`src/rtl/ethernet_tx_arbiter.sv`:
```
`default_nettype none
// ============================================================================
// Module   : ethernet_tx_arbiter
// Purpose  : Round-robin owner arbitration of one ethernet_sender write port,
//            with commit/drop/timeout release and non-owner violation flag.
// Revision : 1.0 - initial release
// ============================================================================
module ethernet_tx_arbiter #(
    parameter int num_req_p    = 4,
    parameter int buf_size_p   = 2048,
    parameter int send_width_p = 64,
    parameter int timeout_p    = 1024,
    localparam int c_size_w    = $clog2(buf_size_p) + 1,
    localparam int c_addr_w    = $clog2(buf_size_p)
) (
    input  logic                                     clk_i,
    input  logic                                     reset_i,
    input  logic [num_req_p-1:0]                     req_i,
    output logic [num_req_p-1:0]                     grant_o,
    output logic [num_req_p-1:0]                     ready_o,
    input  logic [num_req_p-1:0]                     packet_size_v_i,
    input  logic [num_req_p-1:0][c_size_w-1:0]       packet_size_i,
    input  logic [num_req_p-1:0][c_addr_w-1:0]       buffer_write_addr_i,
    input  logic [num_req_p-1:0][1:0]                buffer_write_op_size_i,
    input  logic [num_req_p-1:0][send_width_p-1:0]   buffer_write_data_i,
    input  logic [num_req_p-1:0]                     buffer_write_v_i,
    input  logic [num_req_p-1:0]                     send_i,
    input  logic                                     ready_i,
    output logic                                     packet_size_v_o,
    output logic [c_size_w-1:0]                      packet_size_o,
    output logic [c_addr_w-1:0]                      buffer_write_addr_o,
    output logic [1:0]                               buffer_write_op_size_o,
    output logic [send_width_p-1:0]                  buffer_write_data_o,
    output logic                                     buffer_write_v_o,
    output logic                                     send_o,
    output logic                                     violation_o,
    output logic [15:0]                              timeout_count_o
);

    localparam int c_idx_w = $clog2(num_req_p);
    localparam int c_cnt_w = (timeout_p > 1) ? $clog2(timeout_p) : 1;
    localparam logic [c_cnt_w-1:0] c_to_last = c_cnt_w'((timeout_p > 0) ? timeout_p - 1 : 0);
    localparam logic [c_idx_w-1:0] c_last_idx = c_idx_w'(num_req_p - 1);

    typedef enum logic [0:0] {
        ST_IDLE = 1'b0,
        ST_BUSY = 1'b1
    } state_t;

    state_t                 r_state;
    state_t                 w_state_next;
    logic [c_idx_w-1:0]     r_owner;
    logic [c_idx_w-1:0]     r_rr;
    logic [num_req_p-1:0]   r_grant;
    logic [c_cnt_w-1:0]     r_idle_cnt;
    logic                   r_violation;
    logic [15:0]            r_timeout_count;

    logic                   w_busy;
    logic                   w_own_sv;
    logic                   w_own_wv;
    logic                   w_own_sd;
    logic                   w_activity;
    logic                   w_rel_send;
    logic                   w_rel_drop;
    logic                   w_to_hit;
    logic                   w_release;
    logic                   w_timeout;
    logic                   w_arbitrate;
    logic [c_idx_w-1:0]     w_idx;
    logic [c_idx_w-1:0]     w_pick;
    logic                   w_pick_v;
    logic [num_req_p-1:0]   w_viol_mask;

    assign w_busy     = (r_state == ST_BUSY);
    assign w_own_sv   = packet_size_v_i[r_owner];
    assign w_own_wv   = buffer_write_v_i[r_owner];
    assign w_own_sd   = send_i[r_owner];
    assign w_activity = ready_i & (w_own_sv | w_own_wv | w_own_sd);

    // Release priority: commit, then request withdrawal, then idle timeout.
    assign w_rel_send = w_own_sd & ready_i;
    assign w_rel_drop = ~req_i[r_owner] & ~w_own_sd;
    assign w_to_hit   = (timeout_p != 0) && (r_idle_cnt == c_to_last) && !w_activity;
    assign w_release  = w_busy & (w_rel_send | w_rel_drop | w_to_hit);
    assign w_timeout  = w_busy & ~w_rel_send & ~w_rel_drop & w_to_hit;

    // Scan downward from the farthest offset so the nearest request at or after r_rr wins.
    always_comb begin
        w_pick   = '0;
        w_pick_v = 1'b0;
        w_idx    = '0;
        for (int k = num_req_p - 1; k >= 0; k--) begin
            w_idx = c_idx_w'((int'(r_rr) + k) % num_req_p);
            if (req_i[w_idx]) begin
                w_pick   = w_idx;
                w_pick_v = 1'b1;
            end
        end
    end

    assign w_arbitrate = ~w_busy & ready_i & w_pick_v;

    always_comb begin
        w_state_next = r_state;
        case (r_state)
            ST_IDLE: if (w_arbitrate) w_state_next = ST_BUSY;
            ST_BUSY: if (w_release)   w_state_next = ST_IDLE;
            default: w_state_next = ST_IDLE;
        endcase
    end

    always_ff @(posedge clk_i) begin
        if (reset_i) r_state <= ST_IDLE;
        else         r_state <= w_state_next;
    end

    assign w_viol_mask = w_busy ? ~r_grant : {num_req_p{1'b1}};

    always_ff @(posedge clk_i) begin
        if (reset_i) begin
            r_owner         <= '0;
            r_rr            <= '0;
            r_grant         <= '0;
            r_idle_cnt      <= '0;
            r_violation     <= 1'b0;
            r_timeout_count <= '0;
        end else begin
            r_violation <= |((packet_size_v_i | buffer_write_v_i | send_i) & w_viol_mask);
            if (w_arbitrate) begin
                r_owner    <= w_pick;
                r_grant    <= {{(num_req_p-1){1'b0}}, 1'b1} << w_pick;
                r_idle_cnt <= '0;
            end else if (w_release) begin
                r_grant <= '0;
                r_rr    <= (r_owner == c_last_idx) ? '0 : r_owner + 1'b1;
                if (w_timeout && (r_timeout_count != 16'hFFFF))
                    r_timeout_count <= r_timeout_count + 16'd1;
            end else if (w_busy) begin
                r_idle_cnt <= w_activity ? '0 : r_idle_cnt + 1'b1;
            end
        end
    end

    assign grant_o                = r_grant;
    assign ready_o                = r_grant & {num_req_p{ready_i}};
    assign packet_size_v_o        = w_busy & w_own_sv & ready_i;
    assign buffer_write_v_o       = w_busy & w_own_wv & ready_i;
    assign send_o                 = w_busy & w_own_sd & ready_i;
    assign packet_size_o          = packet_size_i[r_owner];
    assign buffer_write_addr_o    = buffer_write_addr_i[r_owner];
    assign buffer_write_op_size_o = buffer_write_op_size_i[r_owner];
    assign buffer_write_data_o    = buffer_write_data_i[r_owner];
    assign violation_o            = r_violation;
    assign timeout_count_o        = r_timeout_count;

endmodule
`default_nettype wire

```
`config.mk`:
```
export PLATFORM = sky130hd
export DESIGN_NAME = ethernet_tx_arbiter
export DESIGN_NICKNAME = d
export VERILOG_FILES = /design/src/rtl/ethernet_tx_arbiter.sv
export SDC_FILE = /design/constraint.sdc
export NUM_CORES = 1
export LEC_CHECK = 0
export CAP_MARGIN = 0
export CORE_AREA = 4 4 189 191
export DETAILED_ROUTE_END_ITERATION = 12
export DIE_AREA = 0 0 193 195
export PLACE_DENSITY = 0.45
export SETUP_SLACK_MARGIN = 0.15
export SYNTH_ARGS = -nofsm -noshare
export SYNTH_HDL_FRONTEND = slang
export SYNTH_SLANG_ARGS = --single-unit
```
`constraint.sdc`:
```
create_clock -name clk_i -period 3 [get_ports clk_i]
set_clock_uncertainty 0.2 [all_clocks]
set_input_delay 0.6 -clock clk_i [delete_from_list [all_inputs] [get_ports clk_i]]
set_output_delay 0.6 -clock clk_i [all_outputs]
set_load 0.01 [all_outputs]
```
==> results_dict.tcl, run 1 <==
set metrics [dict create \
    outcome "finished, final reports clean" \
    r2r_setup_slack_ns 0.06 \
    dp.cells 1300 \
    pwr_density_cell_mw_per_mm2 223 \
    antenna_found_initial 3 \
    grt_pass1_wl_mm 42.0 \
    die_w_um 193 \
    hold_class "reg2reg" \
    p_total_uw 2300 \
    drive_above_1_share 0.208 \
    grt_remaining_overflow 0 \
    grt_usage 0.152 \
    clockPowerShare 0.236 \
    htreeDepth 2 \
    cts_buffers 5 \
    first_iter_violations 212 \
    place_area_mm2 0.00978 \
    wl_per_cell_um 22.9 \
    syn-num-nets 735 \
    final.period_utilization 0.980 \
    max_cap_viol_count 0 \
    start_util 0.122 \
    syn-cell-area_mm2 0.00415 \
    synth_edf_count 0 \
    avgSynthCellArea_um2 11.6 \
    ir_worst_vdd_mv 0.243 \
    gp_congestion 0.827 \
    drt_wl_total_mm 30.4 \
    netlist_instances 357 \
    nets 1250 \
    ys_warn_count 0 \
    swShare 0.275 \
    synth-seq-area-share 0.174 \
    period_minus_slack_ns 2.94 \
    slew_viol_final 0 \
    ys_async_sr_fraction 0 \
    synth_seq_cells 36 \
    hold_ws_ns 0.288 \
    p_seq_frac 0.217 \
    design.core.area_mm2 0.0341 \
    synth_top_flop_cell "dfxtp_1" \
    finalNonFillerCells 1328 \
    setup_viol 0 \
    grt_max_degree 22 \
    min_to "r_idle_cnt[1]$_SDFFE_PP0P_" \
    rr_worst_depth 6 \
    tightest_slew_ns 0.594 \
    drc 0 \
    die_h_um 195 \
    grt_pass1_vias 6222 \
    p_comb_frac 0.547 \
    r2r_end "timeout_count_o[9]$_SDFFE_PP0P_" \
    cp.required_ns 3.02 \
    p_int_uw 1670 \
    hold_viol_final 0 \
    slew_headroom 0.601 \
    firstDrtPassIters 4 \
    critPathKind "in2reg" \
    num_io_pins 492 \
    rsz0062_at_grt "yes" \
    root_buffer "clkbuf_16" \
    hold_buffers 0 \
    cts_buffer_depth 2 \
    clock-sinks 36 \
    hold_depth 2 \
    stdcell_area_mm2 0.0103 \
    cp_max_fo 5 \
    synth_cell_types 42 \
    insertion_delay_ns 0.27 \
    netSwitchingPower_uw 630 \
    timing.fmax_mhz 340 \
    clk_pin_slew_worst_paths_ns 0.06 \
    regToRegStartpoint "r_owner[0]$_SDFFE_PP0P_" \
    drtAntennaViolNets 0 \
    crit_path_end_kind "flop" \
    syn2layout_area_growth_pct 148 \
    hpwlAfterDp_mm 25.0 \
    viasPerCell 4.18 \
    dieArea_mm2 0.0376 \
    final_util 0.301 \
    port_buffers 491 \
    worst_ep_arrival_time_ns 2.96 \
    cts_tree "built" \
    hold_path_startpoint "r_idle_cnt[1]$_SDFFE_PP0P_" \
    vias 5550 \
    power.leakage_uw 0.00360 \
    fp-row-count 68 \
    crit_path_start_kind "primary input" \
]
==> timing repair <==
action,in CTS,in global routing
pin swaps,21,11
setup buffers,11,1
setup endpoints to repair,115,27
gates resized for setup,138,22
gates cloned,8,0
==> final cells by class <==
class / count / area (um2)
antenna: 1 / 2.50
clock buffer: 7 / 153
fill: 3549 / 23800
inverter: 6 / 22.5
multi-input combinational: 283 / 3370
sequential: 36 / 728
tap: 455 / 569
timing repair buffer: 540 / 5450
==> cells by family after synthesis <==
group,share of synthesized area
AO/OA/AOI/OAI,0.100
adder cells (fa/ha/maj),0.00905
buffers and inverters,0.0365
flip-flops,0.174
multiplexers,0.526
AND/OR/NAND/NOR,0.154
==> power by group through the flow <==
stage	logic [uW]	clock network, uW	registers [uW]
3_3_place_gp	1280	0	509
5_1_grt	1330	581	501
6_report	1250	542	499
3_5_place_dp	1280	0	510
2_1_floorplan	401	0	504
4_1_cts	1270	560	501
==> layout by cell type, fill, tap and decap left out, types with 6 or more instances in the layout <==
cell / count
and3_1: 7
a21oi_1: 24
clkdlybuf4s50_1: 388
or3_1: 11
clkdlybuf4s15_1: 7
o21ai_0: 7
o31ai_1: 14
buf_16: 8
nor3_1: 6
or4_1: 8
dlygate4sd2_1: 89
nand3_1: 14
dfxtp_1: 34
nor2_1: 10
buf_4: 27
nand2_1: 19
nor2b_1: 7
buf_6: 9
or4_4: 6
mux4_2: 93
inv_1: 6
==> Yosys cell counts (2+ instances only) <==
| cell type | number | share of area |
|---|---|---|
| mux4_2 | 93 | 0.51 |
| dfxtp_1 | 36 | 0.17 |
| a21oi_1 | 29 | 0.035 |
| clkbuf_1 | 21 | 0.019 |
| nand2_1 | 19 | 0.017 |
| nand3_1 | 14 | 0.017 |
| o31ai_1 | 14 | 0.025 |
| or4_1 | 14 | 0.025 |
| or3_1 | 11 | 0.017 |
| nor2_1 | 10 | 0.0091 |
| buf_1 | 9 | 0.0081 |
| and3_1 | 7 | 0.011 |
| nor2b_1 | 7 | 0.011 |
| o21ai_0 | 7 | 0.0084 |
| inv_1 | 6 | 0.0054 |
| mux2_2 | 6 | 0.016 |
| nor3_1 | 6 | 0.0072 |
| and2_1 | 5 | 0.0075 |
| a32o_1 | 4 | 0.0097 |
| nand2b_1 | 4 | 0.0060 |
| or2_2 | 4 | 0.0060 |
| ha_1 | 3 | 0.0091 |
| nand4_1 | 3 | 0.0045 |
| nor4_1 | 3 | 0.0045 |
| a21o_1 | 2 | 0.0036 |
| mux2i_1 | 2 | 0.0048 |
| nor3b_1 | 2 | 0.0036 |
| o22ai_1 | 2 | 0.0030 |
==> how the worst max path moves through the flow <==
stage                            start                          endpoint  slack, ns  depth (start not counted)
4_1_cts        r_owner[0]$_SDFFE_PP0P_  timeout_count_o[14]$_SDFFE_PP0P_     -0.009                          6
3_3_place_gp       buffer_write_v_i[3]   timeout_count_o[7]$_SDFFE_PP0P_      -0.52                          7
2_1_floorplan      buffer_write_v_i[3]   timeout_count_o[7]$_SDFFE_PP0P_       0.09                          6
6_report           buffer_write_v_i[0]   timeout_count_o[9]$_SDFFE_PP0P_       0.06                          7
5_1_grt        r_owner[0]$_SDFFE_PP0P_   timeout_count_o[5]$_SDFFE_PP0P_      0.002                          6
3_5_place_dp       buffer_write_v_i[3]   timeout_count_o[7]$_SDFFE_PP0P_      -0.51                          7
==> critical path, cell delays in order <==
cell	delay, ns
clkdlybuf4s15_1	0.19
mux4_2	0.49
o31a_1	0.34
or4b_4	0.54
buf_6	0.16
or4_4	0.51
a21oi_2	0.14
==> flip-flops by register name, indices dropped and copies added, names as in the netlist <==
register         cells
r_owner              2
r_state              1
grant_o              4
r_idle_cnt          10
timeout_count_o     16
violation_o          1
r_rr                 2
==> per-layer routing <==
layer,vias up,track usage,part of all wire
met5,-,0,0.00043
met4,2,0.0226,0.013
met3,22,0.0467,0.083
met2,259,0.263,0.50
met1,2711,0.190,0.40
li1,2556,-,-
==> through the flow <==
step	setup slack, ns	setup TNS, ns
after floorplan	0.0938	0
after global placement	-0.520	-8.48
after detailed placement	-0.507	-8.94
after CTS	-0.00942	-0.00942
after global routing	0.00190	0
final	0.0598	0
Note: power is estimated with default switching activity, not from simulation.
==> run 2: changes to the inputs <==
PLACE_DENSITY = 0.57   (was 0.45)
==> run 2 against run 1 <==
Compared with the run above:
- sequential cell count is the same
- critical path depth is 1 higher
- final cell count grew 1.2%
- total power shrank 0.43%
- via count grew 2.1%
- die area unchanged
- maximum frequency down 0.63%
- hold slack lost 0.0058 ns
- highest routed layer unchanged
==> results_dict.tcl, run 2 (synthesis gave the netlist of run 1 again) <==
set metrics [dict create \
    outcome "finished, final reports clean" \
    drtAntennaViolNets 0 \
    syn2layout_area_growth_pct 148 \
    final.period_utilization 0.986 \
    largest_reg_flops 16 \
    dp.cells 1308 \
    clk_pin_slew_worst_paths_ns 0.06 \
    drive_above_1_share 0.227 \
    grt_remaining_overflow 0 \
    critPathKind "in2reg" \
    ir_worst_vdd_mv 0.208 \
    rsz0062_at_grt "yes" \
    clock-sinks 36 \
    slew_headroom 0.556 \
    hpwlAfterDp_mm 25.6 \
    drt_wl_total_mm 29.8 \
    r2r_end "timeout_count_o[9]$_SDFFE_PP0P_" \
    pwr_density_cell_mw_per_mm2 222 \
    cts_buffer_depth 2 \
    cts_buffers 5 \
    hold_depth 2 \
    cp.required_ns 3.01 \
    gp_congestion 0.898 \
    finalNonFillerCells 1344 \
    hold_path_startpoint "r_idle_cnt[9]$_SDFFE_PP0P_" \
    num_io_pins 492 \
    r2r_setup_slack_ns 0.06 \
    die_h_um 195 \
    insertion_delay_ns 0.28 \
    grt_usage 0.145 \
    htreeDepth 2 \
    dieArea_mm2 0.0376 \
    die_w_um 193 \
    fp-row-count 68 \
    period_minus_slack_ns 2.96 \
    grt_pass1_wl_mm 40.4 \
    worst_ep_arrival_time_ns 2.97 \
    first_iter_violations 359 \
    design.core.area_mm2 0.0341 \
    hold_class "reg2reg" \
    root_buffer "clkbuf_16" \
    fillCellCount 3524 \
    hold_viol_final 0 \
    viasPerCell 4.22 \
    min_to "r_idle_cnt[9]$_SDFFE_PP0P_" \
    grt_pass1_vias 6075 \
    cp_max_fo 5 \
    regToRegStartpoint "r_owner[0]$_SDFFE_PP0P_" \
    vias 5665 \
    cts_tree "built" \
    max_cap_viol_count 0 \
    startpoint "send_i[0]" \
    crit_path_end_kind "flop" \
    final_common_cell "clkdlybuf4s50_1" \
    crit_path_start_kind "primary input" \
    port_buffers 491 \
    fin_tns_setup_ns 0 \
    tightest_slew_ns 0.661 \
    multi_input_area_mm2 0.00340 \
    drc 0 \
    power.leakage_uw 0.00362 \
    grt_max_degree 60 \
    rr_worst_depth 8 \
    setup_viol 0 \
    antenna_found_initial 5 \
    timing.fmax_mhz 338 \
    wl_per_cell_um 22.2 \
    nets 1261 \
    mostFrequentLayoutCells "clkdlybuf4s50_1, mux4_2, dlygate4sd2_1, buf_4, dfxtp_1" \
    start_util 0.122 \
    p_total_uw 2290 \
    slew_viol_final 0 \
    regArea_um2 728 \
    firstDrtPassIters 4 \
]
-- run 2: cell types whose count changed in the layout (fill, tap and decap cells not counted), sizes merged --
cell,previous run,this run
dlymetal6s2s,2,5
bufbuf,3,0
clkinv,0,2
dlygate4sd2,89,85
clkdlybuf4s15,7,4
diode,1,5
buf,48,61
clkbuf,10,14
-- run 2: repair_timing --
item | in CTS | in global routing
gates cloned | 3 | 2
hold buffers | 0 | 0
resized for setup | 129 | 41
buffers inserted | 13 | 6
endpoints found under the setup margin | 110 | 24
pin swaps | 21 | 9
endpoints found under the hold margin | 0 | 0
-- run 2: report_power, final --
| part | leakage (uW) | internal [uW] | total [uW] | switching (uW) |
|---|---|---|---|---|
| Clock | 0.0000767 | 327 | 526 | 199 |
| Sequential | 0.000293 | 485 | 498 | 12.8 |
| Combinational | 0.00325 | 830 | 1260 | 432 |
| Total | 0.00362 | 1640 | 2290 | 644 |
-- run 2: layer usage --
layer | track usage | vias up | part of all wire
li1 | - | 2587 | -
met1 | 0.175 | 2786 | 0.38
met2 | 0.257 | 274 | 0.51
met3 | 0.0459 | 16 | 0.098
met4 | 0.0215 | 2 | 0.0087
met5 | 0 | - | 0.00047
-- run 2: layout make-up --
cell class / instances / area share
clock inverters: 2 / 0.000973
diodes: 5 / 0.00122
multi-input cells: 283 / 0.330
well taps: 455 / 0.0553
repair buffers: 551 / 0.526
inverters: 6 / 0.00219
clock buffers: 6 / 0.0135
flip-flops and latches: 36 / 0.0708
-- run 2: worst max-delay path by stage --
stage / slack (ns) / endpoint / cells after the start
2_1_floorplan: 0.09 / timeout_count_o[7]$_SDFFE_PP0P_ / 6
3_3_place_gp: -0.52 / timeout_count_o[7]$_SDFFE_PP0P_ / 7
3_5_place_dp: -0.53 / timeout_count_o[7]$_SDFFE_PP0P_ / 7
4_1_cts: -0.01 / timeout_count_o[9]$_SDFFE_PP0P_ / 7
5_1_grt: 0.02 / timeout_count_o[5]$_SDFFE_PP0P_ / 8
6_report: 0.04 / timeout_count_o[9]$_SDFFE_PP0P_ / 8
-- run 2: critical path: stages --
cell and delay, ns:
clkdlybuf4s15_1 0.18, mux4_2 0.52, buf_6 0.15, mux2i_4 0.17, or4b_4 0.57, buf_6 0.16, or4_1 0.46, a21oi_1 0.15
-- run 2: stage by stage --
stage	hold WS (ns)	setup slack, ns	area [um2]	utilization
after floorplan	0.252	0.0938	4150	-
after global placement	0.268	-0.517	9820	0.288
after detailed placement	0.274	-0.527	9820	0.288
after CTS	0.281	-0.0138	10200	0.299
after global routing	0.314	0.0170	10300	0.301
final	0.282	0.0412	10300	0.301
==> run 3: changes to the inputs <==
==> constraint.sdc (replaced) <==
create_clock -name clk_i -period 3 [get_ports clk_i]
set_clock_uncertainty 0.2 [all_clocks]
set_input_delay 0.75 -clock clk_i [delete_from_list [all_inputs] [get_ports clk_i]]
set_output_delay 0.75 -clock clk_i [all_outputs]
set_load 0.01 [all_outputs]
==> run 3 against run 2 <==
Compared with the run above:
- global-route usage is 0.48 points lower
- register-to-register slack about the same
- total power up 2.5%
- sequential power about the same
- first-iteration DRC count fell by 57%
- worst setup slack got worse by 0.018 ns
- combinational power grew 4%
- clock power grew 2%
- critical path depth shrank 1
- critical path type unchanged
- critical endpoint is now timeout_count_o[14]$_SDFFE_PP0P_
- largest cell class unchanged
- largest power group unchanged
==> results_dict.tcl, run 3 (synthesis gave the netlist of run 1 again) <==
set metrics [dict create \
    drive_above_1_share 0.340 \
    setup_viol 0 \
    num_io_pins 492 \
    firstDrtPassIters 4 \
    antenna_found_initial 5 \
    period_minus_slack_ns 2.98 \
    viasPerCell 4.21 \
    cts_buffer_depth 2 \
    first_iter_violations 155 \
    fp-row-count 68 \
    outcome "finished, final reports clean" \
    crit_path_start_kind "primary input" \
    crit_path_end_kind "flop" \
    clk_pin_slew_worst_paths_ns 0.06 \
    drc 0 \
    grt_usage 0.140 \
    ir_worst_vdd_mv 0.164 \
    port_buffers 491 \
    start_util 0.122 \
    grt_pass1_vias 6172 \
    worst_ep_arrival_time_ns 2.99 \
    cts_buffers 5 \
    design.core.area_mm2 0.0341 \
    drt_wl_total_mm 28.9 \
    timing.fmax_mhz 336 \
    final_common_cell "clkdlybuf4s50_1" \
    cp.required_ns 3.02 \
    fillCellCount 3481 \
    insertion_delay_ns 0.28 \
    place_area_mm2 0.00995 \
    critPathKind "in2reg" \
    tightest_slew_ns 0.597 \
    vias 5758 \
    slew_viol_final 0 \
    die_w_um 193 \
    rsz0062_at_grt "yes" \
    fin_tns_setup_ns 0 \
    grt_max_degree 48 \
    nets 1289 \
    max_cap_viol_count 0 \
    cp_max_fo 7 \
    root_buffer "clkbuf_16" \
    hold_buffers 0 \
    pwr_density_cell_mw_per_mm2 224 \
    gp_congestion 0.828 \
    htreeDepth 2 \
    drtAntennaViolNets 0 \
    largest_reg_flops 16 \
    grt_pass1_wl_mm 39.6 \
    hold_viol_final 0 \
    dp_slack_ns -0.630 \
    slew_headroom 0.600 \
    die_h_um 195 \
    layout_setup_ws_ns 0.0235 \
    wl_per_cell_um 21.2 \
    syn2layout_area_growth_pct 153 \
    mostFrequentLayoutCells "clkdlybuf4s50_1, mux4_2, buf_4, buf_2, buf_6" \
    grt_remaining_overflow 0 \
    clock-sinks 36 \
    stdcell_area_mm2 0.0105 \
    final.period_utilization 0.992 \
    critPathMostFrequentCell "buf_6" \
    cts_tree "built" \
    power.leakage_uw 0.00379 \
    critical-path-max-stage-delay_ns 0.55 \
    crit_chain "buf_6 -> mux4_2 -> o31a_1 -> or4b_4 -> buf_6 -> or4_4 -> a21oi_2" \
    slowest_stage "or4b_4" \
    dieArea_mm2 0.0376 \
    hpwlAfterDp_mm 24.9 \
    hold_class "reg2reg" \
]
run 3: cell count changes in the layout (fill, tap and decap cells not counted), sizes merged:
cell / change
clkdlybuf4s50: -17
clkdlybuf4s15: +19
dlygate4sd2: -75
clkinv: -2
buf: +89
diode: -3
clkbuf: +13
run 3: timing repair:
item / 4_1_cts / 5_1_grt
pin swaps: 16 / 15
buffers inserted: 14 / 21
gates resized for setup: 337 / 100
cloned: 4 / 2
setup endpoints to repair: 124 / 72
hold endpoints to repair: 0 / 0
run 3: path summary, 6_finish.rpt:
path                              start                          endpoint  slack [ns]  depth (start not counted)
min reg2reg  r_idle_cnt[9]$_SDFFE_PP0P_        r_idle_cnt[9]$_SDFFE_PP0P_        0.30                          2
max                 buffer_write_v_i[3]  timeout_count_o[14]$_SDFFE_PP0P_        0.02                          7
min          r_idle_cnt[9]$_SDFFE_PP0P_        r_idle_cnt[9]$_SDFFE_PP0P_        0.30                          2
max reg2reg     r_owner[0]$_SDFFE_PP0P_  timeout_count_o[14]$_SDFFE_PP0P_        0.06                          7
run 3: worst max-delay path: cells and delay by family:
kind                   cells  cell delay, ns
and+or+nand+nor            2            1.03
AOI/OAI and AO/OA          2            0.50
muxes                      1            0.47
buffers and inverters      2            0.24
run 3: cell type report:
class	count	area (um2)	share of cell area
Tap cell	455	569	0.0543
Clock buffer	7	153	0.0146
Antenna cell	2	5.00	0.000477
Sequential cell	36	728	0.0695
Timing Repair Buffer	579	5590	0.533
Inverter	6	22.5	0.00215
Multi-Input combinational cell	283	3420	0.326
run 3: metal layers:
layer	vias up	global-route usage	wire length, um
li1	2631	-	-
met1	2820	0.165	11000
met2	275	0.259	15500
met3	32	0.0281	1760
met4	0	0.0330	688
met5	-	0	0
run 3: through the flow:
stage / utilization / cells / hold slack, ns / total power, uW
2_1_floorplan: - / 357 / 0.252 / 906
3_3_place_gp: 0.292 / 1318 / 0.265 / 1820
6_report: 0.307 / 1368 / 0.298 / 2340
4_1_cts: 0.300 / 1343 / 0.293 / 2340
3_5_place_dp: 0.292 / 1318 / 0.277 / 1820
5_1_grt: 0.307 / 1367 / 0.308 / 2450
run 3: power by group:
| group | total (uW) | switching [uW] | leakage, uW | internal [uW] |
|---|---|---|---|---|
| sequential | 498 | 12.4 | 0.000293 | 485 |
| combinational | 1310 | 440 | 0.00343 | 871 |
| clock | 534 | 186 | 0.0000760 | 348 |
